### config.mk
export PLATFORM = sky130hd
export DESIGN_NAME = reg_file_rename
export DESIGN_NICKNAME = d
export VERILOG_FILES = /design/src/rtl/reg_file_rename.sv
export SDC_FILE = /design/constraint.sdc
export NUM_CORES = 2
export LEC_CHECK = 0
export ABC_CLOCK_PERIOD_IN_PS = 38900
export CAP_MARGIN = 5
export CELL_PAD_IN_SITES_DETAIL_PLACEMENT = 2
export CELL_PAD_IN_SITES_GLOBAL_PLACEMENT = 2
export CORE_MARGIN = 10
export CORE_UTILIZATION = 36
export DETAILED_ROUTE_END_ITERATION = 7
export PLACE_DENSITY_LB_ADDON = 0.1
export SLEW_MARGIN = 0
export SYNTH_ARGS = -nofsm -noshare
export SYNTH_HDL_FRONTEND = slang
export SYNTH_SLANG_ARGS = --single-unit
### constraint.sdc
create_clock -name clk_in -period 38.9 [get_ports clk_in]
set_input_delay 7.78 -clock clk_in [delete_from_list [all_inputs] [get_ports clk_in]]
set_output_delay 7.78 -clock clk_in [all_outputs]
set_load 0.05 [all_outputs]
### src/rtl/reg_file_rename.sv
// reg_file_rename
//   Architectural register file with a rename tag per register. The decoder
//   renames destinations (issue) and asks about source operands (qry1/qry2).
//   The ROB writes results in order (commit) and can drop all renames
//   (rob_clear). A query answers one of two ways. It either returns a ready
//   value, or it returns the ROB id of the entry that will produce the value.
//
// Ports
//   clk_in, rst_in         clock; asynchronous active-high reset
//   rdy_in                 low = hold every register (queries still answer)
//   issue_valid/rd/rob_id  rename a destination to a ROB entry
//   qryN_reg               source register to look up (N = 1, 2)
//   qryN_busy/rob_id/value lookup result: pending + producer, or ready value
//   commit_valid/rd/rob_id/value  in-order write-back from the ROB
//   rob_clear              flush: clear every busy bit, discard same-cycle issue

module reg_file_rename #(
    parameter int ROB_SIZE_BIT = 4,
    parameter int REG_NUM      = 32
) (
    input  logic                    clk_in,
    input  logic                    rst_in,
    input  logic                    rdy_in,
    input  logic                    issue_valid,
    input  logic [4:0]              issue_rd,
    input  logic [ROB_SIZE_BIT-1:0] issue_rob_id,
    input  logic [4:0]              qry1_reg,
    output logic                    qry1_busy,
    output logic [ROB_SIZE_BIT-1:0] qry1_rob_id,
    output logic [31:0]             qry1_value,
    input  logic [4:0]              qry2_reg,
    output logic                    qry2_busy,
    output logic [ROB_SIZE_BIT-1:0] qry2_rob_id,
    output logic [31:0]             qry2_value,
    input  logic                    commit_valid,
    input  logic [4:0]              commit_rd,
    input  logic [ROB_SIZE_BIT-1:0] commit_rob_id,
    input  logic [31:0]             commit_value,
    input  logic                    rob_clear
);

    logic [31:0]             r_value [REG_NUM];
    logic [REG_NUM-1:0]      r_busy;
    logic [ROB_SIZE_BIT-1:0] r_tag   [REG_NUM];

    logic                    w_commit_en;
    logic                    w_issue_en;

    logic [4:0]              w_qry_reg   [2];
    logic                    w_qry_busy  [2];
    logic [ROB_SIZE_BIT-1:0] w_qry_rob   [2];
    logic [31:0]             w_qry_value [2];

    // x0 is never written or renamed. A flush also kills any issue in the
    // same cycle.
    assign w_commit_en = rdy_in & commit_valid & (commit_rd != 5'd0);
    assign w_issue_en  = rdy_in & issue_valid & (issue_rd != 5'd0) & ~rob_clear;

    always_ff @(posedge clk_in or posedge rst_in) begin
        if (rst_in) begin
            r_busy <= '0;
            for (int i = 0; i < REG_NUM; i++) begin
                r_value[i] <= '0;
                r_tag[i]   <= '0;
            end
        end else if (rdy_in) begin
            // The value is always written. The busy bit is released only if
            // this commit is still the newest rename of rd.
            if (w_commit_en) begin
                r_value[commit_rd] <= commit_value;
                if (r_tag[commit_rd] == commit_rob_id) begin
                    r_busy[commit_rd] <= 1'b0;
                end
            end
            // Tags are left stale on a flush. Nothing reads them while busy is clear.
            if (rob_clear) begin
                r_busy <= '0;
            end
            // This comes last so that a same-cycle issue to rd overrides
            // the commit's busy release.
            if (w_issue_en) begin
                r_busy[issue_rd] <= 1'b1;
                r_tag[issue_rd]  <= issue_rob_id;
            end
        end
    end

    assign w_qry_reg[0] = qry1_reg;
    assign w_qry_reg[1] = qry2_reg;

    // A lookup ignores a same-cycle issue. It does forward a same-cycle
    // commit from the entry that currently owns the register.
    always_comb begin
        for (int p = 0; p < 2; p++) begin
            w_qry_busy[p]  = 1'b0;
            w_qry_rob[p]   = '0;
            w_qry_value[p] = '0;
            if (w_qry_reg[p] != 5'd0) begin
                if (r_busy[w_qry_reg[p]]) begin
                    if (commit_valid && (commit_rd == w_qry_reg[p]) &&
                        (commit_rob_id == r_tag[w_qry_reg[p]])) begin
                        w_qry_value[p] = commit_value;
                    end else begin
                        w_qry_busy[p] = 1'b1;
                        w_qry_rob[p]  = r_tag[w_qry_reg[p]];
                    end
                end else begin
                    w_qry_value[p] = r_value[w_qry_reg[p]];
                end
            end
        end
    end

    assign qry1_busy   = w_qry_busy[0];
    assign qry1_rob_id = w_qry_rob[0];
    assign qry1_value  = w_qry_value[0];
    assign qry2_busy   = w_qry_busy[1];
    assign qry2_rob_id = w_qry_rob[1];
    assign qry2_value  = w_qry_value[1];

endmodule

==> impl_metrics.py <==
metrics = {
    "outcome": {
        "status": "completed",
    },
    "route": {
        "wl_met3_microns": 8980,
        "wl_per_cell_microns": 35.7,
        "ant_nets": 0,
        "wl_met2_microns": 114000,
        "drt_iter0_drc": 2677,
        "top_layer": "met4",
        "first_pass_iters": 5,
        "wirelength_microns": 237000,
        "drc": 0,
        "via_per_inst": 6.12,
        "vias": 40500,
        "met1_length_microns": 107000,
    },
    "clock_tree": {
        "clockBufferDepth": 3,
        "cts_tree": "done",
        "root_buffer": "clkbuf_16",
        "htreeDepth": 4,
        "cts_sinks": 1184,
        "clk_latency_ps": 790,
        "clk_transition_reported_paths_ps": 60,
        "holdBufCountCts": 0,
        "cts_setup_buffers": 0,
        "cts_buffers": 146,
        "cts-resized-gates": 0,
    },
    "hold_path": {
        "hold_path_class": "register to register",
        "hp-start": "r_value[1023]",
    },
    "synthesis": {
        "async_flop_share": 1.00,
        "ys_seq_area_frac": 0.453,
        "synth_cells": 4218,
        "ys_seq_elements": 1184,
        "yosysTopAreaCell": "dfrtp_1",
        "yosysWarnings": 0,
        "synth_area_leaders": "dfrtp_1 (45%), mux4_2 (25%), mux2_2 (20%)",
        "syn-mean-instance-area_sq_um": 15.5,
        "synthFlopType": "dfrtp_1",
        "synth_edf_count": 0,
        "synth_area_sq_um": 65400,
        "synth_top_area_share": 0.453,
        "yosysUniqueCellTypes": 48,
        "syn-num-nets": 4284,
    },
    "timing": {
        "max_freq_ghz": 0.0478,
        "rsz0062_at_grt": "no",
        "slew_violations": 0,
        "final.setup.worst_slack_ps": 17970,
        "worstMarginPinSlew_ps": 1310,
        "fin_crit_sh": 0.538,
        "fin_skew_ps": 26.9,
        "fin_crit_ps": 20930,
        "fin_tns_setup_ps": 0,
        "relSlewSlack": 0.122,
        "setup_viol": 0,
        "final-hold-violation-count": 0,
    },
    "placed_design": {
        "dpl.cell_count": 6361,
        "detailedPlacementHpwl_microns": 135000,
        "dpl_worst_slack_ps": 17780,
        "place_area_sq_um": 68800,
        "port_buffers": 139,
        "gp_congestion": 0.790,
    },
    "pwr": {
        "ir_worst_vdd_v": 0.0000366,
        "sw_frac_of_total": 0.278,
        "pwr-share-clk": 0.396,
        "leakagePower_uw": 0.0318,
        "pwr-share-comb": 0.181,
        "p_per_area_nw_per_um2": 47.9,
        "power_frac_seq": 0.424,
        "netSwitchingPower_uw": 982,
        "p_int_uw": 2540,
    },
    "global_routing": {
        "grt_pass1_wl_microns": 346000,
        "globalRouteOverflowTotal": 0,
        "grt_pass1_vias": 45000,
        "grt_usage": 0.238,
        "antenna_found_initial": 6,
        "grt_max_degree": 158,
    },
    "cells_and_area": {
        "drive_above_1_share": 0.545,
        "fin_nets": 4205,
        "instances_no_fill": 6629,
        "final_core_util": 0.408,
        "synthToLayoutAreaGrowth_pct": 12.7,
        "final_common_cell": "dfrtp_1",
        "final_cell_mix": "dfrtp_1 (1,184), mux2_2 (1,182), mux4_2 (724)",
        "stdcell_area_sq_um": 73700,
    },
    "worst_setup_path": {
        "path_class": "input port to primary output",
        "start_kind": "input port",
        "cp.required_ps": 31120,
        "crit_family": "buffers and inverters",
        "crit_chain": "buf_8 -> buf_4 -> mux4_2 -> mux4_2 -> mux2_2 -> nor2_4 -> buf_4 -> nand2_1 -> o31ai_1 -> clkdlybuf4s50_1",
        "critical_path_depth": 10,
        "startpoint": "qry1_reg[0]",
        "reg2reg_slack_ps": 36140,
        "slowest_delay_ps": 930,
        "crit_path_end": "qry1_value[31]",
        "arrival_ps": 13150,
        "crit_fanout": 53,
        "reg2reg_depth": 7,
        "cp_num_buf_inv": 4,
        "r2r_end": "r_busy[2]",
        "slowest_stage": "clkdlybuf4s50_1",
        "end_kind": "primary output",
        "r2r-start": "r_tag[16]",
    },
    "die": {
        "core-area_sq_um": 181000,
        "initial_core_util": 0.362,
        "die_w_microns": 446,
        "die_area_sq_um": 199000,
        "io_pins": 140,
        "rows": 156,
        "dieHeight_microns": 446,
    },
    "flow_run": {
        "cap_viol_max_count": 0,
    },
}
[through the flow]
step / power, uW / hold slack (ps)
6_report: 3530 / 393
5_1_grt: 3680 / 412
3_3_place_gp: 2130 / 377
2_1_floorplan: 1960 / 441
3_5_place_dp: 2160 / 383
4_1_cts: 3570 / 396
[cells in the mapped netlist, types with 15 or more instances]
cell	instances
mux2_2	1182
and3_1	15
nor2_1	39
buf_6	17
nand2_1	187
inv_1	20
dfrtp_1	1184
a22oi_1	50
buf_4	29
mux2i_1	64
a21oi_1	45
o31ai_1	69
buf_1	28
mux4_2	724
buf_2	126
clkbuf_1	277
a31oi_1	16
[worst register-to-register path, stage by stage, from the launching register on]
cell	delay, ps
dfrtp_1	430
mux4_2	520
a22oi_1	330
nand4_1	260
xnor2_1	240
and4_1	210
buf_4	390
a41oi_1	200
[power by group through the flow]
stage	registers [uW]	clock network [uW]	logic, uW
floorplan	1470	0	482
global placement	1500	0	634
detailed placement	1510	0	645
CTS	1490	1430	647
global route	1520	1490	681
finish	1490	1400	637
[layout make-up]
cell class / count / area (sq um)
sequential: 1184 / 29600
multi-input combinational: 2537 / 33800
clock buffer: 210 / 4260
antenna: 1 / 2.50
tap: 2370 / 2970
inverter: 20 / 78.8
fill: 17300 / 107000
clock inverter: 57 / 602
timing repair buffer: 250 / 2330
[per-layer routing]
layer | up-vias | global-route usage
met3 | 311 | 0.0333
met2 | 907 | 0.391
met1 | 23000 | 0.331
li1 | 16300 | -
met4 | 0 | 0.0636
met5 | - | 0
[cell families after synthesis]
group	Yosys count	share of synthesized area
compound gates	218	0.0238
buf+inv	497	0.0346
xor+xnor	14	0.00187
simple gates	335	0.0241
flops	1184	0.453
mux	1970	0.463
[flip-flops by register name, indices dropped and copies added (netlist names)]
name     flops
r_value   1024
r_tag      128
r_busy      32
[worst min path at each step]
stage          cells past startpoint            end  slack, ps
6_report                           0  r_value[1023]        390
5_1_grt                            0  r_value[1021]        410
4_1_cts                            0  r_value[1022]        400
3_5_place_dp                       0  r_value[1022]        380
3_3_place_gp                       0   r_value[999]        380
2_1_floorplan                      1  r_value[1000]        440
(Power assumes the default switching activity.)
